File: src/rtl/seq_multiplier.sv
// ---------------------------------------------------------------------------
// seq_multiplier
//   Unsigned shift-add multiplier that handles one multiplier bit per clock.
//   It uses the same Run/Rdy handshake as the restoring divider, so the
//   control layer can drive both units in the same way.
//
//   Ports:
//     clk     - single clock; all state changes on the rising edge
//     Rst     - asynchronous active-low reset
//     Run     - start request, sampled on the rising edge (ignored in CALC)
//     Mcand   - multiplicand, WIDTH bits unsigned
//     Mplier  - multiplier, WIDTH bits unsigned
//     Hi, Lo  - upper and lower halves of the 2*WIDTH product register
//     Rdy     - registered; high while Hi/Lo hold a completed product
//
//   If Run is sampled at edge N, Rdy rises at edge N+WIDTH.
// ---------------------------------------------------------------------------
module seq_multiplier #(
    parameter int WIDTH = 32
) (
    input  logic             clk,
    input  logic             Rst,
    input  logic             Run,
    input  logic [WIDTH-1:0] Mcand,
    input  logic [WIDTH-1:0] Mplier,
    output logic [WIDTH-1:0] Hi,
    output logic [WIDTH-1:0] Lo,
    output logic             Rdy
);

    localparam int CW = (WIDTH > 1) ? $clog2(WIDTH) : 1;

    typedef enum logic [1:0] {
        IDLE = 2'd0,
        CALC = 2'd1,
        DONE = 2'd2
    } state_t;

    state_t           state_q, state_d;
    logic [WIDTH-1:0] mcand_q, mcand_d;
    logic [WIDTH-1:0] hi_q,    hi_d;
    logic [WIDTH-1:0] lo_q,    lo_d;
    logic [CW-1:0]    cnt_q,   cnt_d;
    logic             rdy_q,   rdy_d;

    // The add is WIDTH+1 bits wide so that the carry survives. The right
    // shift then moves the carry into Hi[WIDTH-1].
    logic [WIDTH:0]   sum;

    always_comb begin
        if (lo_q[0]) begin
            sum = {1'b0, hi_q} + {1'b0, mcand_q};
        end else begin
            sum = {1'b0, hi_q};
        end
    end

    // -----------------------------------------------------------------------
    // State registers
    // -----------------------------------------------------------------------
    always_ff @(posedge clk or negedge Rst) begin
        if (!Rst) begin
            state_q <= IDLE;
            mcand_q <= '0;
            hi_q    <= '0;
            lo_q    <= '0;
            cnt_q   <= '0;
            rdy_q   <= 1'b0;
        end else begin
            state_q <= state_d;
            mcand_q <= mcand_d;
            hi_q    <= hi_d;
            lo_q    <= lo_d;
            cnt_q   <= cnt_d;
            rdy_q   <= rdy_d;
        end
    end

    // -----------------------------------------------------------------------
    // Next-state and datapath control
    // -----------------------------------------------------------------------
    always_comb begin
        state_d = state_q;
        mcand_d = mcand_q;
        hi_d    = hi_q;
        lo_d    = lo_q;
        cnt_d   = cnt_q;
        rdy_d   = rdy_q;

        unique case (state_q)
            IDLE, DONE: begin
                // A restart from DONE behaves exactly like a start from IDLE.
                // Without Run, the completed product and Rdy stay as they are.
                if (Run) begin
                    mcand_d = Mcand;
                    hi_d    = '0;
                    lo_d    = Mplier;
                    cnt_d   = '0;
                    rdy_d   = 1'b0;
                    state_d = CALC;
                end
            end

            CALC: begin
                // Run is ignored here, and the operand inputs were already
                // captured at the load edge.
                {hi_d, lo_d} = {sum, lo_q[WIDTH-1:1]};
                cnt_d        = cnt_q + CW'(1);
                if (cnt_q == CW'(WIDTH - 1)) begin
                    rdy_d   = 1'b1;
                    state_d = DONE;
                end
            end

            default: begin
                state_d = IDLE;
                rdy_d   = 1'b0;
            end
        endcase
    end

    assign Hi  = hi_q;
    assign Lo  = lo_q;
    assign Rdy = rdy_q;

endmodule

File: config.mk
export PLATFORM = sky130hd
export DESIGN_NAME = seq_multiplier
export DESIGN_NICKNAME = d
export VERILOG_FILES = /design/src/rtl/seq_multiplier.sv
export SDC_FILE = /design/constraint.sdc
export NUM_CORES = 1
export LEC_CHECK = 0
export CAP_MARGIN = 30
export CORE_ASPECT_RATIO = 0.9
export CORE_UTILIZATION = 30
export DETAILED_ROUTE_END_ITERATION = 8
export HOLD_SLACK_MARGIN = 0.12
export PLACE_DENSITY = 0.52
export SLEW_MARGIN = 20
export SYNTH_ARGS = -nofsm -noshare
export SYNTH_HDL_FRONTEND = slang
export SYNTH_SLANG_ARGS = --single-unit
File: constraint.sdc
create_clock -name clk -period 4.7 [get_ports clk]
set_clock_uncertainty 0.1 [all_clocks]
set_input_delay 1.41 -clock clk [delete_from_list [all_inputs] [get_ports clk]]
set_output_delay 1.41 -clock clk [all_outputs]
set_load 0.03 [all_outputs]
== Word-level counts from Yosys, hierarchy flattened ==
Index checks and enable logic that the tools add are counted.
Word-level totals
  logic and storage cells: 32
  memories: 0
  RAM bits: 0
  ROM bits: 0
  output and inout bits: 65
  latch bits: 0
  bits in registers: 104
  input port bits: 67
Cells by class
  bitwise logic cells: 0
  shifts and indexed selects: 0
  reductions and logical operators: 6
  magnitude comparators: 0
  add/subtract/negate cells: 2
  multipliers: 0
  divide/modulo/power cells: 0
  muxes and demuxes: 13
  eq/ne operators: 5
Operators by type and width (number)
  case mux 32 bit (2 select lines): 2
  two-way mux 32 bit: 2
  adder 32 x 32 -> 33 bit: 1
  two-way mux 33 bit: 1
  case mux 5 bit (2 select lines): 1
  AND reduction 2 bit: 3
  adder 5 x 1 -> 5 bit (second input constant): 1
  equality test 5 bit (second input constant): 1
  two-way mux 5 bit: 1
  two-way mux 2 bit: 2
  inequality test 2 bit (second input constant): 2
  case mux 2 bit (2 select lines): 1
  equality test 2 x 1 -> 1 bit (second input constant): 1
  equality test 2 bit (second input constant): 1
  zero test 2 bit: 1
  two-way mux 1 bit: 2
  case mux 1 bit (2 select lines): 1
  nonzero test 2 bit: 1
  OR reduction 2 bit: 1

== Logic depth before layout (Yosys ltp) ==
Gate-level depths: netlist (run 1).
  depth after elaboration: 4
  depth in mapped cells: 9
  depth with buffers taken out: 9

== Worst setup path after synthesis (run 1) ==
No wires, ideal clock.
  kind: flip-flop to flip-flop
  start: register hi_q[0], in the netlist Hi[0]
  end: register hi_q[31], in the netlist Hi[31]
  required time: 4.466 ns
  arrival: 2.520 ns
  library setup time: 0.134 ns
  period minus slack after synthesis: 2.753 ns
  path slack: 1.947 ns
  stages on the path, launching flop included: 9
  path through: dfrtp_1 ha_1 fa_1 a21oi_1 o221ai_1 a221oi_2 o21ai_1 a2111oi_0 o21ai_1
On the way
  cells in the longest elaborated chain, start to end: 3
Ends and longest elaborated chain
  start, declared: line 41  | logic [WIDTH-1:0] hi_q, hi_d;
  start signal, assigned: line 72  | hi_q <= hi_d;
  adder 32 x 32 -> 33 bit: line 52  | sum = {1'b0, hi_q} + {1'b0, mcand_q};
  two-way mux 33 bit: line 51  | if (lo_q[0]) begin
  case mux 32 bit (2 select lines): line 90  | unique case (state_q)
No other way between the ends.
A chain may end at the register's enable or synchronous reset.

== Worst setup path after layout (run 1) ==
Same ends and word-level chain as after synthesis.

==> summary.md, run 1 <==
| Metric | Value |
|---|---|
| Outcome | complete, no violations |
| GRT Total Usage | between 10% and 20% |
| Hold crit path type | reg2reg |
| Area growth from synthesis to final layout | 31.1% |
| FP Rows | 48 |
| Async S/R FF share, synth | 100% |
| Syn nets | ~800 |
| Slew of the pin with the lowest slew margin | 743 ps |
| Fin crit share | 68.1% |
| Leakage | 3.55 nW |
| Max Transition Viols Final | 0 |
| Worst setup path start | Hi[0] |
| RR Startpoint | Hi[0] |
| CP max FO | 4 |
| Final hold violation count | 0 |
| Hold_sp | cnt_q[3] |
| Share of layout cells above drive strength 1 | 4.89% |
| Final Setup Violations | 0 |
| DRC viols | 0 |
| Critical path type | reg2reg |
| CP max stage delay | 490 ps |
| # clock sinks | 103 |
| Io pins | 132 |
| Max_slew headroom | roughly half |
| Root buf cell | clkbuf_16 |
| Top sig layer | met4 |
| Largest net degree at the start of global routing | 65 |
| Warnings from Yosys | 0 |
| Routed WL | 17400 um |
| PortBufs | 131 |
| DR vias | 5506 |
| Max_cap viols | 0 |
| Initial antenna violation count | 0 |
| Total power draw | 6.60 mW |
| Drt initial violations | 381 |
| Vias per cell | 5.16 |
| First-pass GRT wire length | 28300 um |
| Clk_lat worst skew | 380 ps |
| Post-route ant nets | 0 |
| Clk slew on worst S/H paths | 90 ps |
| Unrepaired setup endpoints after global routing | no |
| Final nets | 915 |
| Synth Register Bits | about 100 |
| Die Ht | 137 um |
| Ant diodes | 0 |
| Gr ovfl total | 0 |
| Register area share after synthesis | 42.5% |
| Met2 wire len | 7640 um |
| Number of flops mapped to enable cells by yosys | 0 |
| Syn Std Cell Area | 6060 um2 |
| Crit path launch type | register |
| Critical path data arrival time | 3340 ps |
| Fmax | 312 MHz |
| Htree depth | 3 |
| Avg WL per Cell | 16.3 um |
| CP max stage cell | a221oi_2 |
| CTS resizes | 0 |
| Worst vdd ir | 289 uV |
| Die area | 20800 um2 |
| Required @ worst endpoint | 4840 ps |
| Clock tree from TritonCTS | yes |
| Cts bufs inserted | 9 |
| Syn_area_per_cell | 8.63 um2 |
| Fin Setup TNS | 0 ps |
| Post-synth cell types | between 50 and 60 |
| 1st-pass router iterations | 5 |
| Vias in the first global route | 5407 |
| Main synth FF type | dfrtp_1 |
| DP Wirelength | 12600 um |
| CP dominant cell by count | o21ai_1 |
| CTS Hold Bufs | 0 |
| Commonest non-fill, non-tap cell in the layout | nand2_1 |
| Commonest cells after routing, fill and taps aside | nand2_1 (205), clkdlybuf4s50_1 (130), dfrtp_1 (103) |
| Core area | 19500 um2 |
| Die W | 152 um |
| Routed met1 length | 8140 um |
| Starting Density | between 30% and 40% |
| Worst-path cell chain | ha_1 > fa_1 > a21oi_1 > o221ai_1 > a221oi_2 > o21ai_1 > a2111oi_0 > o21ai_1 |
| Post-CTS setup buffers | 0 |
| Crit. End Element | register |
| Power Dens Cells | 831 nW/um2 |
| Final GP Congestion | 0.950 |
| Gate Count Post-Synth | 702 |
| Clock Path Buffers | 2 |
| Met3 WL | 1390 um |
| Post-layout min period | 3200 ps |
==> cell type report <==
class / count / area [um2]
repair buffers: 142 / 1400
flip-flops and latches: 103 / 2580
fillers: 1929 / 11500
multi-input cells: 548 / 3310
inverters: 9 / 33.8
clock inverters: 7 / 81.3
clock buffers: 9 / 225
well taps: 250 / 313
==> synthesized netlist by cell type, types with 4 or more instances <==
library cell / n / share of area, %
inv_1: 9 / 0.56
nor3b_1: 6 / 0.74
xor2_1: 16 / 2.3
nand4_1: 11 / 1.1
xnor2_1: 11 / 1.6
dfrtp_1: 103 / 43
a21o_1: 12 / 1.5
a21oi_1: 33 / 2.7
o21bai_1: 6 / 0.74
o21ai_0: 25 / 2.1
buf_1: 7 / 0.43
clkbuf_1: 32 / 2.0
o21a_1: 5 / 0.62
o21ai_1: 27 / 2.2
a211oi_1: 4 / 0.50
a31oi_1: 10 / 1.0
a22oi_1: 45 / 5.6
nor2_1: 19 / 1.2
nand2_1: 205 / 13
mux2i_1: 11 / 1.8
nor2b_1: 4 / 0.41
nor3_1: 9 / 0.74
ha_1: 34 / 7.0
nand3_1: 9 / 0.74
==> state kept, by name (all words and copies together) (netlist names) <==
signal,count
Lo,32
Rdy,1
cnt_q,5
state_q,1
mcand_q,32
Hi,32
==> path summary, 6_finish.rpt <==
kind | slack, ps | cells past startpoint | end
setup reg to reg | 1500 | 8 | Hi[31]
min in group asynchronous | 940 | 1 | Hi[6]
hold / removal | 390 | 1 | cnt_q[3]
hold reg to reg | 390 | 1 | cnt_q[3]
setup / recovery | 1500 | 8 | Hi[31]
max in group asynchronous | 2720 | 2 | Hi[23]
==> per-stage QoR <==
step           area [um2]  utilization [%]  instances  hold WS (ps)  worst slack (ps)
3_3_place_gp         7620             39.1       1051           374              1320
6_report             7940             40.8       1068           389              1500
2_1_floorplan        6060                -        702           349              1950
5_1_grt              7940             40.8       1068           421              1290
4_1_cts              7920             40.7       1067           391              1480
3_5_place_dp         7620             39.1       1051           373              1320
==> report_power, final <==
group          switching [mW]  internal (mW)
logic                    2.43           1.68
registers               0.395           1.32
clock network           0.402          0.381
total                    3.22           3.38
==> kinds of logic after synthesis <==
| group | share of synthesized area (%) |
|---|---|
| DFF | 42.5 |
| muxes | 1.82 |
| buffers and inverters | 3.22 |
| AOI/OAI and AO/OA | 21.5 |
| xor gates and xnor gates | 3.90 |
| and+or+nand+nor | 19.7 |
| adders and majority gates | 7.35 |
==> metal layers <==
layer  up-vias  GRT usage (%)
met3        21           5.07
met2       188           26.8
met1      2595           24.2
met5         -              0
li1       2702              -
met4         0           5.28
==> worst max-delay path, delay by kind of cell, from the launching register on <==
kind | cells | cell delay (ps)
compound gates | 6 | 1860
fa+ha+maj | 2 | 670
flops | 1 | 430
Note: power is estimated with default switching activity, not from simulation.
==> run 2, diff against run 1 <==
--- a/config.mk
+++ b/config.mk
@@ -10,7 +10,7 @@
 export CORE_UTILIZATION = 30
 export DETAILED_ROUTE_END_ITERATION = 8
 export HOLD_SLACK_MARGIN = 0.12
-export PLACE_DENSITY = 0.52
+export PLACE_DENSITY = 0.54
 export SLEW_MARGIN = 20
 export SYNTH_ARGS = -nofsm -noshare
 export SYNTH_HDL_FRONTEND = slang
==> constraint.sdc (replaced) <==
create_clock -name clk -period 2.81 [get_ports clk]
set_clock_uncertainty 0.1 [all_clocks]
set_input_delay 0.843 -clock clk [delete_from_list [all_inputs] [get_ports clk]]
set_output_delay 0.843 -clock clk [all_outputs]
set_load 0.03 [all_outputs]
==> run 2 against run 1 <==
Net effect: global-route usage shrank 0.058 points; first-iteration DRC count is 31% lower; wire length up 0.83%; critical endpoint is now Hi[29]; largest power group unchanged.
==> summary.md, run 2 (synthesis results as in run 1) <==
| Metric | Value |
|---|---|
| Die W | 152 um (unchanged) |
| Hold crit path type | in2async (was reg2reg) |
| Die area | 20800 um2 (unchanged) |
| Final hold slack | 356 ps (was 389 ps) |
| Largest net degree at the start of global routing | 65 (unchanged) |
| PnR worst setup slack | 105 ps (was 1500 ps) |
| 1st-pass router iterations | 7 (was 5) |
| Non-filler cells, final | 1088 (was 1068) |
| Htree depth | 3 (unchanged) |
| Worst vdd ir | 519 uV (was 289 uV) |
| Unrepaired setup endpoints after global routing | no (unchanged) |
| CP dominant cell by count | o21ai_1 (unchanged) |
| # clock sinks | 103 (unchanged) |
| Critical path type | reg2reg (unchanged) |
| Clock Path Buffers | 2 (unchanged) |
| Fin crit share | 96.3% (was 68.1%) |
| Cts bufs inserted | 9 (unchanged) |
| Ant diodes | 0 (unchanged) |
| Dpl ws | 28.2 ps (was 1320 ps) |
| Vias per cell | 5.02 (was 5.16) |
| Worst-path cell chain | ha_1 > a21oi_1 > o21ai_1 > a221oi_1 > a21boi_0 > a211oi_1 > xor2_1 > o21ai_1 (was ha_1 > fa_1 > a21oi_1 > o221ai_1 > a221oi_2 > o21ai_1 > a2111oi_0 > o21ai_1) |
| Required @ worst endpoint | 2920 ps (was 4840 ps) |
| DR vias | 5460 (was 5506) |
| Outcome | complete, no violations (unchanged) |
| First-pass GRT wire length | 28300 um (about the same) |
| CP max FO | 6 (was 4) |
| Fmax | 370 MHz (was 312 MHz) |
| FP Rows | 48 (unchanged) |
| Clk_lat worst skew | 360 ps (was 380 ps) |
| Starting Density | 31.1% (unchanged) |
| Final Setup Violations | 0 (unchanged) |
| Max Transition Viols Final | 0 (unchanged) |
| Die Ht | 137 um (unchanged) |
| Post-route ant nets | 0 (unchanged) |
| Commonest cells after routing, fill and taps aside | nand2_1 (205), clkdlybuf4s50_1 (130), dfrtp_1 (103) (unchanged) |
| Avg WL per Cell | 16.2 um (was 16.3 um) |
| CP max stage cell | dfrtp_1 (was a221oi_2) |
| Area growth from synthesis to final layout | 34.8% (was 31.1%) |
| Drt initial violations | 263 (was 381) |
| Final GP Congestion | 0.884 (was 0.950) |
| Clk slew on worst S/H paths | 80 ps (was 90 ps) |
| Number of fill cells in the layout | 1981 (was 1929) |
| Core area | 19500 um2 (unchanged) |
| Leakage | 3.66 nW (was 3.55 nW) |
| Crit path launch type | register (unchanged) |
| Fin Setup TNS | 0 ps (unchanged) |
| Io pins | 132 (unchanged) |
| Multi-input logic area | 3320 um2 (was 3310 um2) |
| Gr ovfl total | 0 (unchanged) |
| Vias in the first global route | 5278 (was 5407) |
| PortBufs | 131 (unchanged) |
| Final Cell Area | 8170 um2 (was 7940 um2) |
| GRT Total Usage | 17.6% (was 17.7%) |
| Post-DP Area | 7800 um2 (was 7620 um2) |
| Final hold violation count | 0 (unchanged) |
| Power Dens Cells | 1410 nW/um2 (was 831 nW/um2) |
| Post-layout min period | 2710 ps (was 3200 ps) |
| Commonest non-fill, non-tap cell in the layout | nand2_1 (unchanged) |
| Max_slew headroom | 60.1% (was 50.3%) |
| Root buf cell | clkbuf_16 (unchanged) |
| Crit. End Element | register (unchanged) |
| Clock tree from TritonCTS | yes (unchanged) |
| Routed WL | 17600 um (was 17400 um) |
| Critical path data arrival time | 2810 ps (was 3340 ps) |
| Initial antenna violation count | 0 (unchanged) |
| Placed cells | 1070 (was 1051) |
| DRC viols | 0 (unchanged) |
| DP Wirelength | 12600 um (about the same) |
| CP max stage delay | 440 ps (was 490 ps) |
| Slew of the pin with the lowest slew margin | 597 ps (was 743 ps) |
| Reg area | 2580 um2 (unchanged) |
| Share of layout cells above drive strength 1 | 7.28% (was 4.89%) |
| Final nets | 935 (was 915) |
| Max_cap viols | 0 (unchanged) |
run 2: cell count changes in the layout (fill, tap and decap cells not counted), sizes merged:
cell | previous run | this run
inv | 13 | 11
clkinvlp | 0 | 1
clkinv | 3 | 0
bufinv | 0 | 3
clkbuf | 9 | 10
buf | 12 | 32
run 2: where the power goes:
group          internal [mW]  total [mW]  switching [mW]
clock network          0.879        1.47           0.593
registers               2.22        2.84           0.620
logic                   3.05        7.23            4.18
total                   6.14        11.5            5.40
run 2: path summary, 6_finish.rpt:
| check | slack (ps) | cells after the start | start | endpoint |
|---|---|---|---|---|
| min in group clk | 390 | 2 | mcand_q[6] | mcand_q[6] |
| hold / removal | 360 | 1 | Rst | mcand_q[6] |
| max in group asynchronous | 1610 | 2 | Rst | Hi[28] |
| hold reg to reg | 390 | 2 | mcand_q[6] | mcand_q[6] |
| setup reg to reg | 100 | 8 | Hi[19] | Hi[29] |
| setup / recovery | 100 | 8 | Hi[19] | Hi[29] |
run 2: final cells by class:
type                       instances  share of cell area, %
clock inverter                     6                   1.41
clock buffer                      10                   2.80
sequential                       103                   31.6
inverter                           9                  0.414
tap                              250                   3.83
multi-input combinational        548                   40.7
timing repair buffer             162                   19.3
run 2: timing repair:
item                       in CTS  in global routing
setup buffers                   0                  2
gates resized for setup         0                  3
setup endpoints to repair       0                  2
hold buffers                    0                  0
hold endpoints to repair        0                  0
run 2: through the flow:
| stage | utilization [%] | power (mW) |
|---|---|---|
| global placement | 40.1 | 9.99 |
| detailed placement | 40.1 | 10.0 |
| finish | 42.0 | 11.5 |
| floorplan | - | 7.52 |
| CTS | 41.8 | 11.5 |
| global route | 42.0 | 12.4 |
run 2: worst max-delay path, delay by kind of cell (launching register included):
kind / cells / cell delay, ps
adders and majority gates: 1 / 400
DFF: 1 / 440
xor gates and xnor gates: 1 / 190
AOI/OAI and AO/OA: 6 / 1420
run 2: per-layer routing:
layer  GRT usage, %  part of all wire (%)  up-vias  wire (um)
met5              0                     0        -          0
met4           3.47                  0.83        0        146
li1               -                     -     2746          -
met2           27.1                    44      150       7720
met1           24.4                    48     2552       8470
met3           5.20                   7.1       12       1250
==> run 3, diff against run 2 <==
--- a/config.mk
+++ b/config.mk
@@ -9,7 +9,7 @@
 export CORE_ASPECT_RATIO = 0.9
 export CORE_UTILIZATION = 30
 export DETAILED_ROUTE_END_ITERATION = 8
-export HOLD_SLACK_MARGIN = 0.12
+export MAX_ROUTING_LAYER = met4
 export PLACE_DENSITY = 0.54
 export SLEW_MARGIN = 20
 export SYNTH_ARGS = -nofsm -noshare
==> run 3 against run 2 <==
Net effect: via count grew 0.11%; setup slack better by 11 ps; critical path depth stayed put; hold slack worse by 2.5 ps; register-to-register slack about the same; fmax up 0.40%; final cell count unchanged; combinational power about the same; sequential power hardly changed; critical path type unchanged; sequential cell count unchanged; global-route usage up 0.51 points.
==> summary.md, run 3 (synthesis results as in run 1) <==
| Metric | Value |
|---|---|
| Multi-input logic area | 3320 um2 (unchanged) |
| Largest net degree at the start of global routing | 65 (unchanged) |
| Max Transition Viols Final | 0 (unchanged) |
| CP max FO | 8 (was 6) |
| Gr ovfl total | 0 (unchanged) |
| # clock sinks | 103 (unchanged) |
| DR vias | 5466 (was 5460) |
| Core area | 19500 um2 (unchanged) |
| Share of layout cells above drive strength 1 | 7.28% (unchanged) |
| Fmax | 371 MHz (was 370 MHz) |
| Io pins | 132 (unchanged) |
| Avg WL per Cell | 16.1 um (was 16.2 um) |
| Critical path data arrival time | 2800 ps (was 2810 ps) |
| Worst vdd ir | 518 uV (was 519 uV) |
| FP Rows | 48 (unchanged) |
| PnR worst setup slack | 116 ps (was 105 ps) |
| CP dominant cell by count | o21ai_1 (unchanged) |
| Cts bufs inserted | 9 (unchanged) |
| Clock Path Buffers | 2 (unchanged) |
| Final nets | 935 (unchanged) |
| Fin Setup TNS | 0 ps (unchanged) |
| Htree depth | 3 (unchanged) |
| DRC viols | 0 (unchanged) |
| Leakage | 3.66 nW (unchanged) |
| Vias in the first global route | 5298 (was 5278) |
| Die W | 152 um (unchanged) |
| Fin crit share | 95.9% (was 96.3%) |
| Worst-path cell chain | ha_1 > a21oi_1 > o21ai_1 > a221oi_1 > a21boi_0 > a211oi_1 > xor2_1 > o21ai_1 (unchanged) |
| Critical path type | reg2reg (unchanged) |
| 1st-pass router iterations | 4 (was 7) |
| Root buf cell | clkbuf_16 (unchanged) |
| Vias per cell | 5.02 (about the same) |
| Final Setup Violations | 0 (unchanged) |
| CTS Hold Bufs | 0 (unchanged) |
| Crit path launch type | register (unchanged) |
| Final GP Congestion | 0.899 (was 0.884) |
| Outcome | complete, no violations (unchanged) |
| Total power draw | 11.5 mW (about the same) |
| Required @ worst endpoint | 2920 ps (about the same) |
| Die Ht | 137 um (unchanged) |
| CP max stage cell | a221oi_1 (was dfrtp_1) |
| DP Wirelength | 12600 um (unchanged) |
| Die area | 20800 um2 (unchanged) |
| First-pass GRT wire length | 28200 um (was 28300 um) |
| Commonest cells after routing, fill and taps aside | nand2_1 (205), clkdlybuf4s50_1 (130), dfrtp_1 (103) (unchanged) |
| Final core utilization | 42.0% (unchanged) |
| CP max stage delay | 440 ps (about the same) |
| Top delay family on crit path | compound AO/OA/AOI/OAI gates (unchanged) |
| Drt initial violations | 280 (was 263) |
| Dpl ws | 28.2 ps (unchanged) |
| Initial antenna violation count | 0 (unchanged) |
| Final hold violation count | 0 (unchanged) |
| Post-layout min period | 2690 ps (was 2710 ps) |
| Max_cap viols | 0 (unchanged) |
| Routed WL | 17600 um (about the same) |
| Ant diodes | 0 (unchanged) |
| PortBufs | 131 (unchanged) |
| Buffers and inverters on the worst path | 0 (unchanged) |
| Max_slew headroom | 60.5% (was 60.1%) |
| Non-filler cells, final | 1088 (unchanged) |
| Worst reg-to-reg path cell count | 8 (unchanged) |
| Hold crit path type | in2async (unchanged) |
| Clock tree from TritonCTS | yes (unchanged) |
| Crit. path cell count | 8 (unchanged) |
| Starting Density | 31.1% (unchanged) |
| Clk_lat worst skew | 360 ps (about the same) |
| Unrepaired setup endpoints after global routing | no (unchanged) |
| Post-route ant nets | 0 (unchanged) |
| Clk slew on worst S/H paths | 80 ps (about the same) |
| Power Dens Cells | 1410 nW/um2 (about the same) |
| Placed cells | 1070 (unchanged) |
| Slew of the pin with the lowest slew margin | 591 ps (was 597 ps) |
| GRT Total Usage | 18.1% (was 17.6%) |
| Crit. End Element | register (unchanged) |
| Area growth from synthesis to final layout | 34.8% (unchanged) |
| Number of fill cells in the layout | 1981 (unchanged) |
| Reg area | 2580 um2 (unchanged) |
| Commonest non-fill, non-tap cell in the layout | nand2_1 (unchanged) |
-- run 3: cell counts in the layout (fill, tap and decap cells not counted) --
Identical to the previous run, type by type.
-- run 3: worst register-to-register path: cells and delay by family, from the launching register on --
kind            cells  cell delay [ps]
compound gates      6             1430
fa+ha+maj           1              420
flops               1              410
xor+xnor            1              190
-- run 3: timing repair --
action / in CTS / in global routing
setup endpoints to repair: 0 / 2
resized for setup: 0 / 3
setup buffers: 0 / 2
-- run 3: worst paths after layout --
kind	to	slack, ps	from
setup / recovery	Hi[29]	120	Hi[21]
hold / removal	mcand_q[6]	350	Rst
setup reg to reg	Hi[29]	120	Hi[21]
hold reg to reg	mcand_q[6]	390	mcand_q[6]
max in group asynchronous	mcand_q[29]	1610	Rst
min in group clk	mcand_q[6]	390	mcand_q[6]
-- run 3: cell type report --
| cell class | instances | share of cell area, % |
|---|---|---|
| Sequential cell | 103 | 31.6 |
| Tap cell | 250 | 3.83 |
| Clock inverter | 6 | 1.41 |
| Timing Repair Buffer | 162 | 19.3 |
| Clock buffer | 10 | 2.80 |
| Multi-Input combinational cell | 548 | 40.7 |
| Inverter | 9 | 0.414 |
-- run 3: stage by stage --
step,hold slack (ps),cell area (um2)
after global placement,367,7800
after global routing,399,8170
after floorplan,349,6060
final,353,8170
after detailed placement,376,7800
after CTS,369,8140
-- run 3: report_power, final --
group	leakage [nW]	internal, mW	switching (mW)	total, mW
Sequential	1.27	2.22	0.618	2.84
Combinational	2.23	3.05	4.18	7.23
Clock	0.164	0.879	0.596	1.47
Total	3.66	6.14	5.40	11.5
-- run 3: layer usage --
metal	routed length [um]	share of wire [%]	GRT usage [%]	vias to the layer above
met5	0	0	-	-
met4	157	0.89	3.47	0
met3	1010	5.7	4.20	12
met2	7650	44	27.1	151
met1	8740	50	25.0	2560
li1	-	-	-	2743
